File: config.mk
export PLATFORM = sky130hd
export DESIGN_NAME = vedic_16x16_seq
export DESIGN_NICKNAME = d
export VERILOG_FILES = /design/src/rtl/vedic_seq_pkg.sv /design/src/rtl/vedic_8x8.sv /design/src/rtl/vedic_16x16_seq.sv
export SDC_FILE = /design/constraint.sdc
export NUM_CORES = 1
export LEC_CHECK = 0
export BUFFER_PORTS_ARGS = -buffer_cell sky130_fd_sc_hd__buf_2
export CAP_MARGIN = 20
export CORE_MARGIN = 2
export CORE_UTILIZATION = 40
export DETAILED_ROUTE_END_ITERATION = 8
export GPL_TIMING_DRIVEN = 1
export REMOVE_ABC_BUFFERS = 1
export SLEW_MARGIN = 25
export SYNTH_ARGS = -nofsm -noshare
export SYNTH_HDL_FRONTEND = slang
export SYNTH_SLANG_ARGS = --single-unit
File: constraint.sdc
create_clock -name clk -period 9 [get_ports clk]
set_clock_uncertainty 0.2 [all_clocks]
set_input_delay 0.9 -clock clk [delete_from_list [all_inputs] [get_ports clk]]
set_output_delay 0.9 -clock clk [all_outputs]
set_load 0.02 [all_outputs]
File: src/rtl/vedic_seq_pkg.sv
// rtl/vedic_seq_pkg.sv - shared state encoding, step count and shift table for vedic_16x16_seq
package vedic_seq_pkg;

  typedef enum logic [1:0] {
    S_IDLE = 2'd0,
    S_MUL  = 2'd1,
    S_DONE = 2'd2
  } state_t;

  localparam int NSTEPS = 4;

  localparam logic [4:0] SHIFT_S0 = 5'd0;
  localparam logic [4:0] SHIFT_S1 = 5'd8;
  localparam logic [4:0] SHIFT_S2 = 5'd8;
  localparam logic [4:0] SHIFT_S3 = 5'd16;

  function automatic logic [4:0] step_shift(input logic [1:0] step);
    case (step)
      2'd0:    step_shift = SHIFT_S0;
      2'd1:    step_shift = SHIFT_S1;
      2'd2:    step_shift = SHIFT_S2;
      default: step_shift = SHIFT_S3;
    endcase
  endfunction

endpackage

File: src/rtl/vedic_8x8.sv
// rtl/vedic_8x8.sv - combinational 8x8 unsigned multiplier from four 4x4 vertical/crosswise products
module vedic_8x8 (
  input  logic [7:0]  i_a,
  input  logic [7:0]  i_b,
  output logic [15:0] o_p
);

  logic [7:0] w_ll, w_hl, w_lh, w_hh;

  assign w_ll = {4'd0, i_a[3:0]} * {4'd0, i_b[3:0]};
  assign w_hl = {4'd0, i_a[7:4]} * {4'd0, i_b[3:0]};
  assign w_lh = {4'd0, i_a[3:0]} * {4'd0, i_b[7:4]};
  assign w_hh = {4'd0, i_a[7:4]} * {4'd0, i_b[7:4]};

  assign o_p = {8'd0, w_ll} + {4'd0, w_hl, 4'd0} + {4'd0, w_lh, 4'd0} + {w_hh, 8'd0};

endmodule

File: src/rtl/vedic_16x16_seq.sv
// rtl/vedic_16x16_seq.sv - sequential 16x16 multiplier sharing one vedic_8x8; optional VEDIC_SEQ_ZERO_SKIP_EN
module vedic_16x16_seq
  import vedic_seq_pkg::*;
#(
  parameter int PIPE_PP = 0,
  parameter int ACC_W   = 32
) (
  input  logic             clk,
  input  logic             rst,
  input  logic             in_valid,
  output logic             in_ready,
  input  logic [15:0]      a,
  input  logic [15:0]      b,
  output logic             out_valid,
  input  logic             out_ready,
  output logic [ACC_W-1:0] c,
  output logic             busy
);

  localparam logic [2:0] LAST = 3'(NSTEPS - 1 + PIPE_PP);

  state_t           r_state;
  logic [15:0]      r_a, r_b;
  logic [ACC_W-1:0] r_acc;
  logic [2:0]       r_cnt;
  logic             r_in_ready, r_out_valid, r_busy;

  logic [1:0]       w_step;
  logic [7:0]       w_x, w_y;
  logic [15:0]      w_pp, w_add_pp;
  logic [1:0]       w_add_step;
  logic             w_add_en;
  logic [ACC_W-1:0] w_addend;
  logic             w_skip;

  // step bit 0 picks the high byte of a, step bit 1 the high byte of b
  assign w_step = r_cnt[1:0];
  assign w_x    = w_step[0] ? r_a[15:8] : r_a[7:0];
  assign w_y    = w_step[1] ? r_b[15:8] : r_b[7:0];

  vedic_8x8 u_pp (
    .i_a (w_x),
    .i_b (w_y),
    .o_p (w_pp)
  );

  generate
    if (PIPE_PP != 0) begin : g_pipe
      logic [15:0] r_pp;
      logic [1:0]  r_pp_step;
      always_ff @(posedge clk) begin
        if (rst) begin
          r_pp      <= '0;
          r_pp_step <= '0;
        end else begin
          r_pp      <= w_pp;
          r_pp_step <= w_step;
        end
      end
      // first MUL cycle only fills the product register
      assign w_add_pp   = r_pp;
      assign w_add_step = r_pp_step;
      assign w_add_en   = (r_cnt != 3'd0);
    end else begin : g_comb
      assign w_add_pp   = w_pp;
      assign w_add_step = w_step;
      assign w_add_en   = 1'b1;
    end
  endgenerate

  assign w_addend = ACC_W'({16'd0, w_add_pp}) << step_shift(w_add_step);

`ifdef VEDIC_SEQ_ZERO_SKIP_EN
  assign w_skip = (a == 16'd0) || (b == 16'd0);
`else
  assign w_skip = 1'b0;
`endif

  always_ff @(posedge clk) begin
    if (rst) begin
      r_state     <= S_IDLE;
      r_a         <= '0;
      r_b         <= '0;
      r_acc       <= '0;
      r_cnt       <= '0;
      r_in_ready  <= 1'b1;
      r_out_valid <= 1'b0;
      r_busy      <= 1'b0;
    end else begin
      case (r_state)
        S_IDLE: begin
          if (in_valid && r_in_ready) begin
            r_a        <= a;
            r_b        <= b;
            r_acc      <= '0;
            r_cnt      <= '0;
            r_in_ready <= 1'b0;
            if (w_skip) begin
              r_state     <= S_DONE;
              r_out_valid <= 1'b1;
            end else begin
              r_state <= S_MUL;
              r_busy  <= 1'b1;
            end
          end
        end
        S_MUL: begin
          r_cnt <= r_cnt + 3'd1;
          if (w_add_en) r_acc <= r_acc + w_addend;
          if (r_cnt == LAST) begin
            r_state     <= S_DONE;
            r_busy      <= 1'b0;
            r_out_valid <= 1'b1;
          end
        end
        S_DONE: begin
          if (out_ready) begin
            r_state     <= S_IDLE;
            r_out_valid <= 1'b0;
            r_in_ready  <= 1'b1;
          end
        end
        default: begin
          r_state     <= S_IDLE;
          r_in_ready  <= 1'b1;
          r_out_valid <= 1'b0;
          r_busy      <= 1'b0;
        end
      endcase
    end
  end

  assign in_ready  = r_in_ready;
  assign out_valid = r_out_valid;
  assign busy      = r_busy;
  assign c         = r_acc;

endmodule

==> summary.md <==
| Metric | Value |
|---|---|
| Nets | `1134` |
| MaxCap Viol Count | `0` |
| Post-route minimum period | `8230 ps` |
| Clock Latency Late Sink | `340 ps` |
| First-pass GRT wire length | `28900 um` |
| Final ANT Viol Nets | `0` |
| Post-CTS setup buffers | `0` |
| Critical path arrival | `8240 ps` |
| Part of the cycle the worst path needs | `0.914` |
| Relative slew margins | `0.493` |
| Mux contribution to synthesized area | `0.0338` |
| Hold Fails Final Rpt | `0` |
| Largest net degree at the start of global routing | `63` |
| N_diodes | `0` |
| Leak | `3.90 nW` |
| Worst EP required | `9010 ps` |
| Area fraction in and, or, nand and nor cells after synthesis | `0.207` |
| # port buffers | `70` |
| Setup crit start kind | `flip-flop` |
| Setup TNS | `0 ps` |
| # DRC | `0` |
| CP dominant cell by count | `inv_1` |
| Initial drt markers | `269` |
| Core box area | `0.0174 sq mm` |
| Crit-path max FO | `7` |
| GRT Util Overall | `0.190` |
| EDFF count, synth | `0` |
| Critical path's slowest cell | `fa_1` |
| Top sig layer | `met4` |
| Post-synth top area share | `0.203` |
| Most frequent cells in the layout | `106 x nand2_1, 103 x a21oi_1, 99 x ha_1` |
| Power Density | `117 mW/mm^2` |
| Vias post-DR | `6248` |
| Worst setup path category | `reg2reg` |
| Drt via density | `5.19` |
| Post-synthesis adder-cell area fraction | `0.244` |
| Clk sink count | `72` |
| Seq/Total Area, Yosys | `0.203` |
| Netlist cell types | `56` |
| Vias in the first global route | `6101` |
| Initial Util | `0.410` |
| Most common cell after layout, fill and taps aside | `nand2_1` |
| VDD IR-drop max | `0.133 mV` |
| Antenna violations before repair | `0` |
| Slew at the pin with the worst max-slew slack | `740 ps` |
| Std cell rows | `48` |
| FF+latch count, synth | `72` |
| Die Area | `0.0189 sq mm` |
| Clock root cell | `clkbuf_16` |
| Post-Synth XOR/XNOR Area | `0.0651` |
| CTS Buf Count | `9` |
| Grt total ovfl | `0` |
| Die Wd | `137 um` |
| Peak Freq | `122 MHz` |
| RSZ-0062 raised after global routing | `no` |
| # H-tree levels | `3` |
| Worst hold margin | `252 ps` |
| Post-DR wirelength/cell | `14.3 um` |
| Routed WL | `17200 um` |
| Fraction of the mapped netlist area in compound gates | `0.191` |
| Clock buffer depth | `2` |
| Hold Path Class | `reg2reg` |
| Register area | `0.00144 sq mm` |
| Placer Congestion | `0.904` |
| I/O pin count | `71` |
| Area leader, netlist | `dfxtp_1` |
| Syn Inst Count | `909` |
| Area Overhead vs Synth | `14.3%` |
| Crit-path max cell delay | `560 ps` |
| Post-synth ARST share | `0` |
| Area of the multi-input gates | `0.00529 sq mm` |
| Buf/Inv on CP | `6` |
| Crit path max-delay family | `adder cells` |
| Largest family of logic cells by synthesized area | `adder cells` |
| Layout cell share with drive strength beyond 1 | `0.147` |
| CTS clk-pin slew, worst paths | `60 ps` |
| Status | `completed` |
| Top cells by area, synth | `dfxtp_1 20%, ha_1 17%, a21oi_1 7.2%` |
| Hold buffers post-CTS | `0` |
| Mapped Area | `0.00712 sq mm` |
| Slew Limit Fails | `0` |
| Detailed Routing Iterations Pass 1 | `5` |
| Fillers | `1751` |
| Met2 WL | `7990 um` |
| Die height | `137 um` |
| TritonCTS clock tree | `built` |
| Routed length on met1 | `8340 um` |
| Syn. warnings | `0` |
| Avg Cell Area, Syn | `7.83 sq um` |
| Detail Placement HPWL | `13500 um` |
| Synth Flop Type | `dfxtp_1` |
| CP endpoint kind | `flip-flop` |
| Met3 Wirelength | `649 um` |
| Final setup violation count | `0` |
-- synth_stat cells (all sizes together), types with 10 or more instances --
cell	instances
nand2	106
a21oi	105
ha	99
nor2	93
dfxtp	72
inv	72
xnor2	36
clkbuf	32
nand3	31
o21ai	27
fa	25
mux2i	24
or2	22
a21o	20
xor2	16
nor2b	15
o21bai	15
nor3	10
-- final timing paths --
kind / end / slack, ps / from / depth (start not counted)
setup / recovery: c[29]$_SDFFE_PP0P_ / 770 / r_cnt[1]$_SDFFE_PP0P_ / 34
hold / removal: r_a[1]$_SDFFE_PP0P_ / 250 / r_a[1]$_SDFFE_PP0P_ / 2
setup reg to reg: c[29]$_SDFFE_PP0P_ / 770 / r_cnt[1]$_SDFFE_PP0P_ / 34
hold reg to reg: r_a[1]$_SDFFE_PP0P_ / 250 / r_a[1]$_SDFFE_PP0P_ / 2
-- cells by family after synthesis --
group                    Yosys count
XOR/XNOR                          52
multiplexers                      24
flip-flops                        72
AO/OA/AOI/OAI                    214
buffers and inverters            106
AND/OR/NAND/NOR                  317
adder cells (fa/ha/maj)          124
-- worst register-to-register path: cells and delay by family (launching register included) --
kind | cells | cell delay (ps)
and+or+nand+nor | 3 | 470
buffers and inverters | 6 | 510
xor gates and xnor gates | 3 | 420
DFF | 1 | 450
adders and majority gates | 8 | 3450
AOI/OAI and AO/OA | 12 | 2240
muxes | 2 | 360
-- through the flow --
| stage | cells | setup WS, ps | utilization | power, mW | instance area, sq um |
|---|---|---|---|---|---|
| 5_1_grt | 1204 | 119 | 0.469 | 0.994 | 8130 |
| 3_5_place_dp | 1188 | 383 | 0.447 | 0.508 | 7760 |
| 3_3_place_gp | 1188 | 420 | 0.447 | 0.508 | 7760 |
| 4_1_cts | 1204 | 361 | 0.468 | 0.963 | 8130 |
| 2_1_floorplan | 875 | 1200 | - | 0.449 | 6990 |
| 6_report | 1204 | 773 | 0.469 | 0.950 | 8130 |
-- final cells by class --
cell class | count | area share
Timing Repair Buffer | 88 | 0.0597
Multi-Input combinational cell | 731 | 0.650
Tap cell | 225 | 0.0346
Sequential cell | 72 | 0.178
Clock buffer | 10 | 0.0282
Inverter | 72 | 0.0332
Clock inverter | 6 | 0.0169
-- registers in the layout, summed over array words and instances (netlist names) --
| signal | cells |
|---|---|
| r_cnt | 3 |
| in_ready | 1 |
| busy | 1 |
| r_a | 16 |
| r_state | 2 |
| out_valid | 1 |
| c | 32 |
| r_b | 16 |
-- report_power, final --
group | leakage [nW] | internal (mW) | switching (mW)
clock network | 0.178 | 0.301 | 0.148
logic | 3.14 | 0.0582 | 0.101
registers | 0.586 | 0.332 | 0.0100
-- layer usage --
layer,vias to the layer above,global-route usage
li1,3247,-
met1,2881,0.253
met5,-,0
met4,0,0.0458
met3,15,0.0294
met2,105,0.324
-- repair_timing --
item                                    in CTS  in global routing
hold endpoints to repair                     0                  0
resized for setup                            0                  3
endpoints found under the setup margin       0                  9
Power figures use the tool's default switching activity.
